<file path="config.mk">
export PLATFORM = sky130hd
export DESIGN_NAME = if_fetch_ctrl
export DESIGN_NICKNAME = d
export VERILOG_FILES = /design/src/rtl/if_fetch_ctrl.sv
export SDC_FILE = /design/constraint.sdc
export NUM_CORES = 1
export LEC_CHECK = 0
export CAP_MARGIN = 5
export CORE_ASPECT_RATIO = 1.1
export CORE_MARGIN = 3
export CORE_UTILIZATION = 50
export CTS_CLUSTER_SIZE = 28
export DETAILED_ROUTE_END_ITERATION = 16
export GPL_TIMING_DRIVEN = 1
export PLACE_DENSITY_LB_ADDON = 0.08
export RECOVER_POWER = 100
export SLEW_MARGIN = 20
export SYNTH_ARGS = -nofsm -noshare
export SYNTH_HDL_FRONTEND = slang
export SYNTH_SLANG_ARGS = --single-unit
</file>
<file path="constraint.sdc">
create_clock -name cpu_clk_50M -period 2.65 [get_ports cpu_clk_50M]
set_clock_uncertainty 0.15 [all_clocks]
set_input_delay 0.53 -clock cpu_clk_50M [delete_from_list [all_inputs] [get_ports cpu_clk_50M]]
set_output_delay 0.53 -clock cpu_clk_50M [all_outputs]
set_load 0.05 [all_outputs]
</file>
<file path="src/rtl/if_fetch_ctrl.sv">
// MiniMIPS32 instruction-fetch front end.
// Owns the PC, the imem req/ack port and the IF/ID register.
module if_fetch_ctrl #(
    parameter int                ADDR_W   = 32,
    parameter logic [ADDR_W-1:0] RESET_PC = '0
) (
    input  logic              cpu_clk_50M,
    input  logic              cpu_rst_n,
    input  logic              stall_i,
    input  logic [1:0]        jtsel,
    input  logic [ADDR_W-1:0] addr1,
    input  logic [ADDR_W-1:0] addr2,
    input  logic [ADDR_W-1:0] addr3,
    output logic              imem_req,
    output logic [ADDR_W-1:0] imem_addr,
    input  logic              imem_ack,
    input  logic [31:0]       imem_rdata,
    output logic [ADDR_W-1:0] id_pc_o,
    output logic [31:0]       id_inst_o,
    output logic              id_valid_o
);

    typedef enum logic {
        S_FETCH,
        S_HOLD
    } state_t;

    state_t            state_q;
    state_t            state_d;
    logic [ADDR_W-1:0] pc_r;
    logic              redir_pend;
    logic [ADDR_W-1:0] redir_tgt;
    logic [ADDR_W-1:0] buf_pc;
    logic [31:0]       buf_inst;

    logic              redirect_now;
    logic [ADDR_W-1:0] target;
    logic [ADDR_W-1:0] next_pc;

    logic              ifid_word;
    logic              ifid_bubble;
    logic              ifid_buf;
    logic              buf_load;
    logic              pc_load;
    logic              pc_redir;
    logic              pend_set;

    // The branch in IF/ID only counts when it actually advances to EX.
    assign redirect_now = id_valid_o && !stall_i && (jtsel != 2'b00);
    assign imem_addr    = pc_r;

    // Decode's target select.
    always_comb begin
        target = '0;
        case (jtsel)
            2'b01:   target = addr3;
            2'b10:   target = addr1;
            2'b11:   target = addr2;
            default: target = '0;
        endcase
    end

    // PC after the word at pc_r completes; a live redirect beats a parked one.
    always_comb begin
        next_pc = pc_r + ADDR_W'(4);
        if (redirect_now) begin
            next_pc = target;
        end else if (redir_pend) begin
            next_pc = redir_tgt;
        end
    end

    // Next state plus the per-cycle datapath controls.
    always_comb begin
        state_d     = state_q;
        imem_req    = 1'b0;
        ifid_word   = 1'b0;
        ifid_bubble = 1'b0;
        ifid_buf    = 1'b0;
        buf_load    = 1'b0;
        pc_load     = 1'b0;
        pc_redir    = 1'b0;
        pend_set    = 1'b0;
        unique case (state_q)
            S_FETCH: begin
                imem_req = cpu_rst_n;
                if (imem_ack) begin
                    pc_load = 1'b1;
                    if (stall_i) begin
                        buf_load = 1'b1;
                        state_d  = S_HOLD;
                    end else begin
                        ifid_word = 1'b1;
                    end
                end else begin
                    ifid_bubble = !stall_i;
                    pend_set    = redirect_now;
                end
            end
            S_HOLD: begin
                if (!stall_i) begin
                    ifid_buf = 1'b1;
                    pc_redir = redirect_now;
                    state_d  = S_FETCH;
                end
            end
            default: state_d = S_FETCH;
        endcase
    end

    // State register.
    always_ff @(posedge cpu_clk_50M or negedge cpu_rst_n) begin
        if (!cpu_rst_n) begin
            state_q <= S_FETCH;
        end else begin
            state_q <= state_d;
        end
    end

    // PC and parked redirect; the delay slot always completes first.
    always_ff @(posedge cpu_clk_50M or negedge cpu_rst_n) begin
        if (!cpu_rst_n) begin
            pc_r       <= RESET_PC;
            redir_pend <= 1'b0;
            redir_tgt  <= '0;
        end else begin
            if (pc_load) begin
                pc_r       <= next_pc;
                redir_pend <= 1'b0;
            end else if (pc_redir) begin
                pc_r <= target;
            end
            if (pend_set) begin
                redir_pend <= 1'b1;
                redir_tgt  <= target;
            end
        end
    end

    // One-word skid buffer for a word that lands while decode is stalled.
    always_ff @(posedge cpu_clk_50M or negedge cpu_rst_n) begin
        if (!cpu_rst_n) begin
            buf_pc   <= '0;
            buf_inst <= '0;
        end else if (buf_load) begin
            buf_pc   <= pc_r;
            buf_inst <= imem_rdata;
        end
    end

    // IF/ID register: fresh word, buffered word, bubble, or hold.
    always_ff @(posedge cpu_clk_50M or negedge cpu_rst_n) begin
        if (!cpu_rst_n) begin
            id_pc_o    <= '0;
            id_inst_o  <= '0;
            id_valid_o <= 1'b0;
        end else if (ifid_word) begin
            id_pc_o    <= pc_r;
            id_inst_o  <= imem_rdata;
            id_valid_o <= 1'b1;
        end else if (ifid_buf) begin
            id_pc_o    <= buf_pc;
            id_inst_o  <= buf_inst;
            id_valid_o <= 1'b1;
        end else if (ifid_bubble) begin
            id_pc_o    <= '0;
            id_inst_o  <= '0;
            id_valid_o <= 1'b0;
        end
    end

endmodule

</file>
==> metrics <==
diode count=0; routed vias=8373; RSZ-0062 raised after global routing=false; Sum Neg Setup Slack=0 ns; CP peak stage delay=a little over 0.9 ns; largest cells by area after synthesis=dfrtp_1 50%, mux2_2 11%, a22oi_1 6.4%, o21ai_0 5.7%, nand2_1 4.6%; busiest grt layer=met2; Post-synth ARST share=100%; GR met2 Demand/Resource=40.2%; fill count=between 1500 and 2000; sw frac=between 30% and 40%; Post-CTS Setup Inserts=0; IO buf count=around 230; MaxCap Viol Count=0; aggregate global routing overflow=0; residual DRC count=0; Worst path slowest cell=clkdlybuf4s50_1; final setup fails=0; first-pass GRT wire length=roughly 44000 microns; Clk network pwr share=between 20% and 30%; worst-case clock buffer depth=2; initial antenna violation count=0; number of global-route vias before repair=8344; Die W=approximately 140 microns; Initial Util=about 52%; Final ANT Viol Nets=0; root buf cell=clkbuf_16; Mapped Area=about 9700 sq um; critical path startpoint category=flop; gr usage total=about a quarter; layout cells sized above 1=15.8%; Die ar.=roughly 21000 sq um; Yosys top cell by area=dfrtp_1; Lkg Pwr=5.51 nW; CP Max Fanout=10; Worst path top cell family by delay=buffers and inverters; crit end category=primary output; fmax=384 MHz; final count of hold timing violations=0; WP data required=1.97 ns; #FFs+latches synth=a little under 200; Layout area overhead=33.8%; area share of the largest cell type after synthesis=between 50% and 60%; DRT iter0 DRCs=approximately 800; Synth Area in Compound Gates=19.4%; main combinational cell family by area after synthesis=compound AO/OA/AOI/OAI gates; Mapped Nets=1087; internal power=6.36 mW; Post-synth top flop=dfrtp_1; Avg Cell Area, Syn=roughly 10 sq um; Hold Crit Class=primary input to flop; M1 GR Usage=34.7%; CTS tree=built; pin count of the biggest net entering global routing=69; Placed Area=approximately 12000 sq um; simple-gate share of the synthesized area=about an eighth; num ports=232; CTS Buf Count=17; GP Congestion=~0.93; multiplexer area fraction after synthesis=between 10% and 20%; Die Y=152 microns; Synth Area in XOR/XNOR=1.08%; Pwr Density=about 800 nW/um^2; Switch Pwr=between 3 and 4 mW; Rel. slew slack=~29%; CTS Sinks=~200; critical path class=flop to primary output; net count reported at finish=approximately 1300; Final Cell Area=approximately 13000 sq um; Post-synth EDFFs=0; grt met3 use=between 5 and 6%; Total Wirelength=roughly 26000 microns; worst path arrival time=~1.9 ns; Final period util=a little over nine tenths; clock latency on the worst-skew pair=about 0.43 ns; # rows=52; HPWL Detailed=around 19000 microns; buffers and inverters on the worst path=1; adder-cell share of the synthesized area=less than 1%; Seq pwr share=41.6%; Worst VDD drop=between 400 and 500 uV; min Tclk post-route=around 2.6 ns; Worst-Margin Slew=1.06 ns; Seq/Total Area, Yosys=between 50% and 60%; total power after layout=about 10 mW; synthesized instance count=between 900 and 1000; Pre-antenna DRT Iters=5; outcome=complete, no violations; Netlist cell types=66; wire length per cell=approximately 18 microns; cells along the critical path=clkdlybuf4s50_1; H-tree depth=4; total core area=~19000 sq um; Slew Viols, Final=0; Via density=a little under 6; yosys warns=0; Clock transition at path regs=~0.070 ns; Gate power share=roughly a third
==> metal layers <==
metal | routed length, microns | vias to the layer above | share of wire [%]
li1 | - | 3949 | -
met1 | 11600 | 3985 | 44
met2 | 12400 | 391 | 47
met3 | 1790 | 48 | 6.8
met4 | 506 | 0 | 1.9
met5 | 0 | - | 0
==> kinds of logic (layout without fill, tap and decap cells) <==
logic type	Yosys count	count (layout)
flops	195	195
xor+xnor	12	12
buf+inv	91	324
fa+ha+maj	1	1
mux	113	113
compound gates	291	291
simple gates	249	249
==> registers in the layout (all words and copies together), names as in the netlist <==
register,count
id_inst_o,32
redir_tgt,32
buf_pc,32
id_valid_o,1
redir_pend,1
buf_inst,32
state_q,1
id_pc_o,32
imem_addr,32
==> repair_timing <==
item	CTS	global route
hold endpoints to repair	33	0
endpoints found under the setup margin	0	4
hold buffers	1	0
resized for setup	0	4
==> synth_stat cells, drive strengths merged, types with 4 or more instances <==
library cell and number:
nand2b 5, dfrtp 195, nor2b 7, and3 7
a221oi 4, o31ai 4, mux2 93, xor2 9
nor4 6, inv 5, a211oi 12, nand4 15
clkbuf 52, o211ai 12, nor2 39, o21ai 113
mux2i 20, a31oi 8, and4 4, nand3 13
nand2 121, a22oi 83, a22o 4, nor3 23
a21oi 25, buf 33
==> final cells by class <==
| type | instances | area (sq um) | area share, % |
|---|---|---|---|
| Sequential cell | 195 | 4880 | 37.6 |
| Inverter | 6 | 22.5 | 0.174 |
| Timing Repair Buffer | 286 | 2730 | 21.1 |
| Tap cell | 243 | 304 | 2.34 |
| Clock buffer | 18 | 429 | 3.31 |
| Multi-Input combinational cell | 666 | 4440 | 34.2 |
| Clock inverter | 14 | 169 | 1.30 |
==> power by group through the flow <==
stage	combinational [mW]	clock (mW)	sequential [mW]
finish	3.34	2.61	4.24
global route	3.57	2.77	4.33
CTS	3.47	2.66	4.24
detailed placement	3.46	0	4.30
global placement	3.41	0	4.26
floorplan	1.28	0	5.08
==> cell usage in the layout (no fill, tap or decap), types with 15 or more instances in the layout <==
cell type        Yosys  routed
clkbuf_16            0      17
dfrtp_1            195     194
mux2i_1             20      20
dlygate4sd3_1        0      86
clkdlybuf4s50_1      0     138
nand2_1            120     119
o21ai_0            111     111
nor3_1              23      23
nand4_1             15      15
a21oi_1             24      24
a22oi_1             83      83
buf_4                4      36
nor2_1              38      38
mux2_2              93      93
==> path summary, 6_finish.rpt <==
path	from	endpoint	slack (ns)	depth (start not counted)
worst max-delay path	imem_addr[12]$_DFFE_PN0P_	imem_addr[12]	0.04	1
worst min-delay path	stall_i	state_q$_DFF_PN0_	0.23	2
worst max register to register	imem_addr[3]$_DFFE_PN0P_	imem_addr[22]$_DFFE_PN0P_	0.15	7
worst min register to register	id_pc_o[21]$_DFFE_PN0P_	id_pc_o[21]$_DFFE_PN0P_	0.33	2
max in group asynchronous	cpu_rst_n	imem_addr[12]$_DFFE_PN0P_	0.60	3
min in group asynchronous	cpu_rst_n	buf_inst[29]$_DFFE_PN0P_	0.41	2
==> per-stage QoR <==
| step | hold WS, ns | utilization (%) | setup WS [ns] | std cells |
|---|---|---|---|---|
| floorplan | 0.0844 | - | 0.126 | 952 |
| global placement | 0.308 | 66.5 | 0.0719 | 1395 |
| detailed placement | 0.306 | 66.5 | 0.0423 | 1395 |
| CTS | 0.211 | 69.7 | 0.0345 | 1428 |
| global route | 0.248 | 69.2 | 0.00945 | 1428 |
| finish | 0.227 | 69.2 | 0.0432 | 1428 |
Power figures use the tool's default switching activity.
